[config.mk]
export PLATFORM = sky130hd
export DESIGN_NAME = instr_encoder_loader
export DESIGN_NICKNAME = d
export VERILOG_FILES = /design/src/rtl/instr_encoder_loader.sv
export SDC_FILE = /design/constraint.sdc
export NUM_CORES = 1
export LEC_CHECK = 0
export ABC_AREA = 1
export CAP_MARGIN = 40
export CORE_ASPECT_RATIO = 1.2
export CORE_MARGIN = 1
export CORE_UTILIZATION = 62
export DETAILED_ROUTE_END_ITERATION = 12
export DONT_BUFFER_PORTS = 1
export HOLD_SLACK_MARGIN = 0.05
export PLACE_DENSITY = 0.8
export SYNTH_ARGS = -nofsm -noshare
export SYNTH_HDL_FRONTEND = slang
export SYNTH_SLANG_ARGS = --single-unit
export TNS_END_PERCENT = 5
[constraint.sdc]
create_clock -name clk -period 2.48 [get_ports clk]
set_input_delay 0.372 -clock clk [delete_from_list [all_inputs] [get_ports clk]]
set_output_delay 0.372 -clock clk [all_outputs]
set_load 0.05 [all_outputs]
[src/rtl/instr_encoder_loader.sv]
// =============================================================================
// Module      : instr_encoder_loader
// Description : Packs RV32I fields plus an immediate into instruction words,
//               range-checks the immediate and streams legal words into memory.
// Revision    : 1.0
// =============================================================================
`default_nettype none

module instr_encoder_loader #(
  parameter int ADDR_W    = 8,
  parameter int BASE_ADDR = 0
) (
  input  logic              clk,
  input  logic              rst_n,
  input  logic              clear,
  input  logic              in_valid,
  output logic              in_ready,
  input  logic [2:0]        in_fmt,
  input  logic [6:0]        in_opcode,
  input  logic [4:0]        in_rd,
  input  logic [4:0]        in_rs1,
  input  logic [4:0]        in_rs2,
  input  logic [2:0]        in_funct3,
  input  logic [6:0]        in_funct7,
  input  logic [31:0]       in_imm,
  output logic              mem_we,
  output logic [ADDR_W-1:0] mem_addr,
  output logic [31:0]       mem_wdata,
  output logic              err_range,
  output logic [7:0]        err_count,
  output logic [ADDR_W:0]   instr_count,
  output logic              full
);

  localparam logic [2:0] c_fmt_r = 3'd0;
  localparam logic [2:0] c_fmt_i = 3'd1;
  localparam logic [2:0] c_fmt_s = 3'd2;
  localparam logic [2:0] c_fmt_b = 3'd3;
  localparam logic [2:0] c_fmt_u = 3'd4;
  localparam logic [2:0] c_fmt_j = 3'd5;

  localparam logic [ADDR_W-1:0] c_base = ADDR_W'(BASE_ADDR);
  localparam logic [ADDR_W-1:0] c_last = {ADDR_W{1'b1}};

  logic              mem_we_q,      mem_we_d;
  logic              err_range_q,   err_range_d;
  logic [ADDR_W-1:0] mem_addr_q,    mem_addr_d;
  logic [31:0]       mem_wdata_q,   mem_wdata_d;
  logic [ADDR_W-1:0] ptr_q,         ptr_d;
  logic [7:0]        err_count_q,   err_count_d;
  logic [ADDR_W:0]   instr_count_q, instr_count_d;
  logic              full_q,        full_d;

  logic        accept;
  logic        imm_fits12;
  logic        imm_fits13;
  logic        imm_fits21;
  logic        enc_legal;
  logic [31:0] enc_word;

  assign in_ready = ~full_q;
  assign accept   = in_valid & ~full_q;

  // An immediate fits an N-bit signed field when bits [31:N-1] are all equal.
  assign imm_fits12 = (&in_imm[31:11]) | ~(|in_imm[31:11]);
  assign imm_fits13 = (&in_imm[31:12]) | ~(|in_imm[31:12]);
  assign imm_fits21 = (&in_imm[31:20]) | ~(|in_imm[31:20]);

  always_comb begin
    enc_word  = '0;
    enc_legal = 1'b0;
    case (in_fmt)
      c_fmt_r: begin
        enc_word  = {in_funct7, in_rs2, in_rs1, in_funct3, in_rd, in_opcode};
        enc_legal = 1'b1;
      end
      c_fmt_i: begin
        enc_word  = {in_imm[11:0], in_rs1, in_funct3, in_rd, in_opcode};
        enc_legal = imm_fits12;
      end
      c_fmt_s: begin
        enc_word  = {in_imm[11:5], in_rs2, in_rs1, in_funct3, in_imm[4:0], in_opcode};
        enc_legal = imm_fits12;
      end
      c_fmt_b: begin
        enc_word  = {in_imm[12], in_imm[10:5], in_rs2, in_rs1, in_funct3,
                     in_imm[4:1], in_imm[11], in_opcode};
        enc_legal = imm_fits13 & ~in_imm[0];
      end
      c_fmt_u: begin
        enc_word  = {in_imm[31:12], in_rd, in_opcode};
        enc_legal = ~(|in_imm[11:0]);
      end
      c_fmt_j: begin
        enc_word  = {in_imm[20], in_imm[10:1], in_imm[11], in_imm[19:12],
                     in_rd, in_opcode};
        enc_legal = imm_fits21 & ~in_imm[0];
      end
      default: begin
        enc_word  = '0;
        enc_legal = 1'b0;
      end
    endcase
  end

  always_comb begin
    mem_we_d      = 1'b0;
    err_range_d   = 1'b0;
    mem_addr_d    = mem_addr_q;
    mem_wdata_d   = mem_wdata_q;
    ptr_d         = ptr_q;
    err_count_d   = err_count_q;
    instr_count_d = instr_count_q;
    full_d        = full_q;
    // Clear takes priority over a same-cycle accept, so the request is dropped.
    if (clear) begin
      mem_addr_d    = c_base;
      ptr_d         = c_base;
      err_count_d   = '0;
      instr_count_d = '0;
      full_d        = 1'b0;
    end else if (accept) begin
      if (enc_legal) begin
        mem_we_d      = 1'b1;
        mem_addr_d    = ptr_q;
        mem_wdata_d   = enc_word;
        instr_count_d = instr_count_q + (ADDR_W + 1)'(1);
        if (ptr_q == c_last) begin
          full_d = 1'b1;
        end else begin
          ptr_d = ptr_q + ADDR_W'(1);
        end
      end else begin
        err_range_d = 1'b1;
        if (err_count_q != 8'hFF) begin
          err_count_d = err_count_q + 8'd1;
        end
      end
    end
  end

  always_ff @(posedge clk) begin
    if (!rst_n) begin
      mem_we_q      <= 1'b0;
      err_range_q   <= 1'b0;
      mem_addr_q    <= c_base;
      mem_wdata_q   <= '0;
      ptr_q         <= c_base;
      err_count_q   <= '0;
      instr_count_q <= '0;
      full_q        <= 1'b0;
    end else begin
      mem_we_q      <= mem_we_d;
      err_range_q   <= err_range_d;
      mem_addr_q    <= mem_addr_d;
      mem_wdata_q   <= mem_wdata_d;
      ptr_q         <= ptr_d;
      err_count_q   <= err_count_d;
      instr_count_q <= instr_count_d;
      full_q        <= full_d;
    end
  end

  assign mem_we      = mem_we_q;
  assign err_range   = err_range_q;
  assign mem_addr    = mem_addr_q;
  assign mem_wdata   = mem_wdata_q;
  assign err_count   = err_count_q;
  assign instr_count = instr_count_q;
  assign full        = full_q;

endmodule

`default_nettype wire

==> qor.yml <==
status: "finished, final reports clean"
slew_violations: 0
nFillCells: 498
gr-total-overflow: 0
io_buffers: 0
start_kind: "flop"
synth_seq_cells: 68
vias: 3792
syn_area_um2: 3750
yosys.area.top_type: "dfxtp_1"
cts_buffer_depth: 2
cp-end-kind: "flop"
drt-initial-drc-count: 256
p_sw_share_pct: 25.7
synthFlopType: "dfxtp_1"
p_per_area_nw_per_um2: 585
tns_ns: 0
grt_max_degree: 47
seqCellArea_um2: 1360
place_congestion: 0.921
place.detailed.hpwl_um: 7680
power.internal_mw: 1.79
fin_worst_skew_ns: 0.00699
p_seq_share_pct: 46.9
required_ns: 2.76
synth_area_per_cell_um2: 6.61
crit_arrival_ns: 2.12
pwr-share-comb_pct: 9.1
grt_pass1_wl_um: 15800
hold_viol: 0
min_period_over_period_pct: 74.1
drc: 0
layout_commonest_cell: "nand2_1"
antenna_found_initial: 0
grt_pass1_vias: 3440
cts.repair.resized: 0
drive_gt1_share_pct: 10.1
die_w_um: 73.0
power_switching_mw: 0.620
maxCapViolations: 0
numCtsBuffers: 9
dieArea_um2: 6370
dr.pass1.iters: 5
synth.top_cells.by_area: "dfxtp_1 36%, nand2_1 15%, nand3_1 10%, a21oi_1 8.1%, nor2_1 6.2%"
rsz0062_at_grt: "no"
placed_cells: 649
core_area_um2: 5740
maxClockFrequency_mhz: 544
critPathKind: "reg -> reg"
multi_input_area_um2: 2070
ioPinCount: 132
insertion_delay_ns: 0.35
post_cts.repair.setup_buffers: 0
p_total_mw: 2.41
setup_viol: 0
peakVddDrop_v: 0.000502
hp-class: "in -> reg"
yosys.area.top_type_share_pct: 36.3
final_cells: 665
final_cell_mix: "154 x nand2_1, 77 x nand3_1, 68 x dfxtp_1"
syn_inst: 568
htreeDepth: 3
ys_types: 36
ys_warn_count: 0
synthArstFlopShare_pct: 0
antenna_left: 0
wl_per_cell_um: 15.5
floorplan.initialDensity_pct: 65.4
synth_edf_count: 0
leakagePower_nw: 1.63
fin_crit_ns: 1.84
track_usage_pct: 33.0
cp_max_fo: 9
clock_sinks: 68
cts_root_buffer: "clkbuf_8"
wirelength_um: 10300
clk_pin_slew_worst_paths_ns: 0.07
slew_headroom_pct: 59.3
rows: 30
die_y_um: 87.3
seq_area_frac_synth_pct: 36.3
avgViaCountPerCell: 5.70
nNetsFinal: 654
cts_tree: "built"
n_antenna_cell: 0
worst_pin_slew_ns: 0.609
final_util_pct: 71.8
cts-hold-fix-buffers: 0
syn2layout_area_growth_pct: 9.80
synth_nets: 642
p_clk_share_pct: 43.9
==> path summary, 6_finish.rpt <==
| kind | end | start | slack, ns | cells past startpoint |
|---|---|---|---|---|
| setup reg to reg | ptr_q[1] | ptr_q[1] | 0.64 | 9 |
| hold reg to reg | ptr_q[0] | ptr_q[0] | 0.51 | 2 |
| hold / removal | mem_wdata[24] | rst_n | 0.13 | 2 |
| setup / recovery | ptr_q[1] | ptr_q[1] | 0.64 | 9 |
==> cell families (layout without fill, tap and decap cells) <==
group / count (synthesis) / after routing / share of synthesized area (%)
XOR/XNOR: 15 / 15 / 3.50
adder cells (fa/ha/maj): 3 / 3 / 1.00
buffers and inverters: 69 / 86 / 8.56
AND/OR/NAND/NOR: 324 / 324 / 37.3
flip-flops: 68 / 68 / 36.3
AO/OA/AOI/OAI: 89 / 89 / 13.4
==> power groups by stage <==
stage	logic, mW	clock network, mW	registers [mW]
floorplan	0.165	0	1.16
global placement	0.216	0	1.16
finish	0.220	1.06	1.13
detailed placement	0.218	0	1.16
CTS	0.219	1.07	1.13
global route	0.242	1.13	1.13
==> Yosys cell counts, types with 4 or more instances <==
master    count
nand2_1     154
nand3_1      77
dfxtp_1      68
nor2_1       62
a21oi_1      61
inv_1        37
o21ai_0      13
clkbuf_1     10
xor2_1        8
buf_6         7
inv_2         7
nand3b_1      7
nand4_1       7
xnor2_1       7
nor3_1        6
nand2_2       4
==> per-layer routing <==
| layer | up-vias | part of all wire (%) | GRT usage (%) |
|---|---|---|---|
| met5 | - | 0 | 0 |
| met4 | 0 | 3.9 | 18.5 |
| met3 | 30 | 8.4 | 10.6 |
| met2 | 165 | 50 | 56.7 |
| met1 | 1702 | 38 | 35.3 |
| li1 | 1895 | - | - |
==> worst max-delay path, cell delays in order (launching register included) <==
cell and delay, ns:
dfxtp_1 0.39, ha_1 0.23, nand2_1 0.08, nor3_1 0.26
and3_1 0.23, nor2_1 0.05, buf_4 0.17, nand2_2 0.15
nand2_1 0.08, a21oi_1 0.13
==> per-stage QoR <==
stage	instance area [um2]	hold slack [ns]	worst slack, ns
4_1_cts	4120	0.127	0.642
6_report	4120	0.128	0.642
3_5_place_dp	3890	0.500	0.375
2_1_floorplan	3750	0.471	0.382
3_3_place_gp	3890	0.491	0.427
5_1_grt	4120	0.125	0.431
==> layout make-up <==
class,count,area share [%]
multi-input combinational,431,50.3
sequential,68,33.0
timing repair buffer,24,4.37
inverter,46,4.19
clock buffer,11,3.67
tap,80,2.43
clock inverter,5,2.00
==> sequential cells by signal (all words and copies together) (netlist names) <==
| name | flops |
|---|---|
| mem_wdata | 32 |
| ptr_q | 8 |
| mem_we | 1 |
| mem_addr | 8 |
| err_range | 1 |
| err_count | 8 |
| instr_count | 9 |
| full | 1 |
Power figures use the tool's default switching activity.
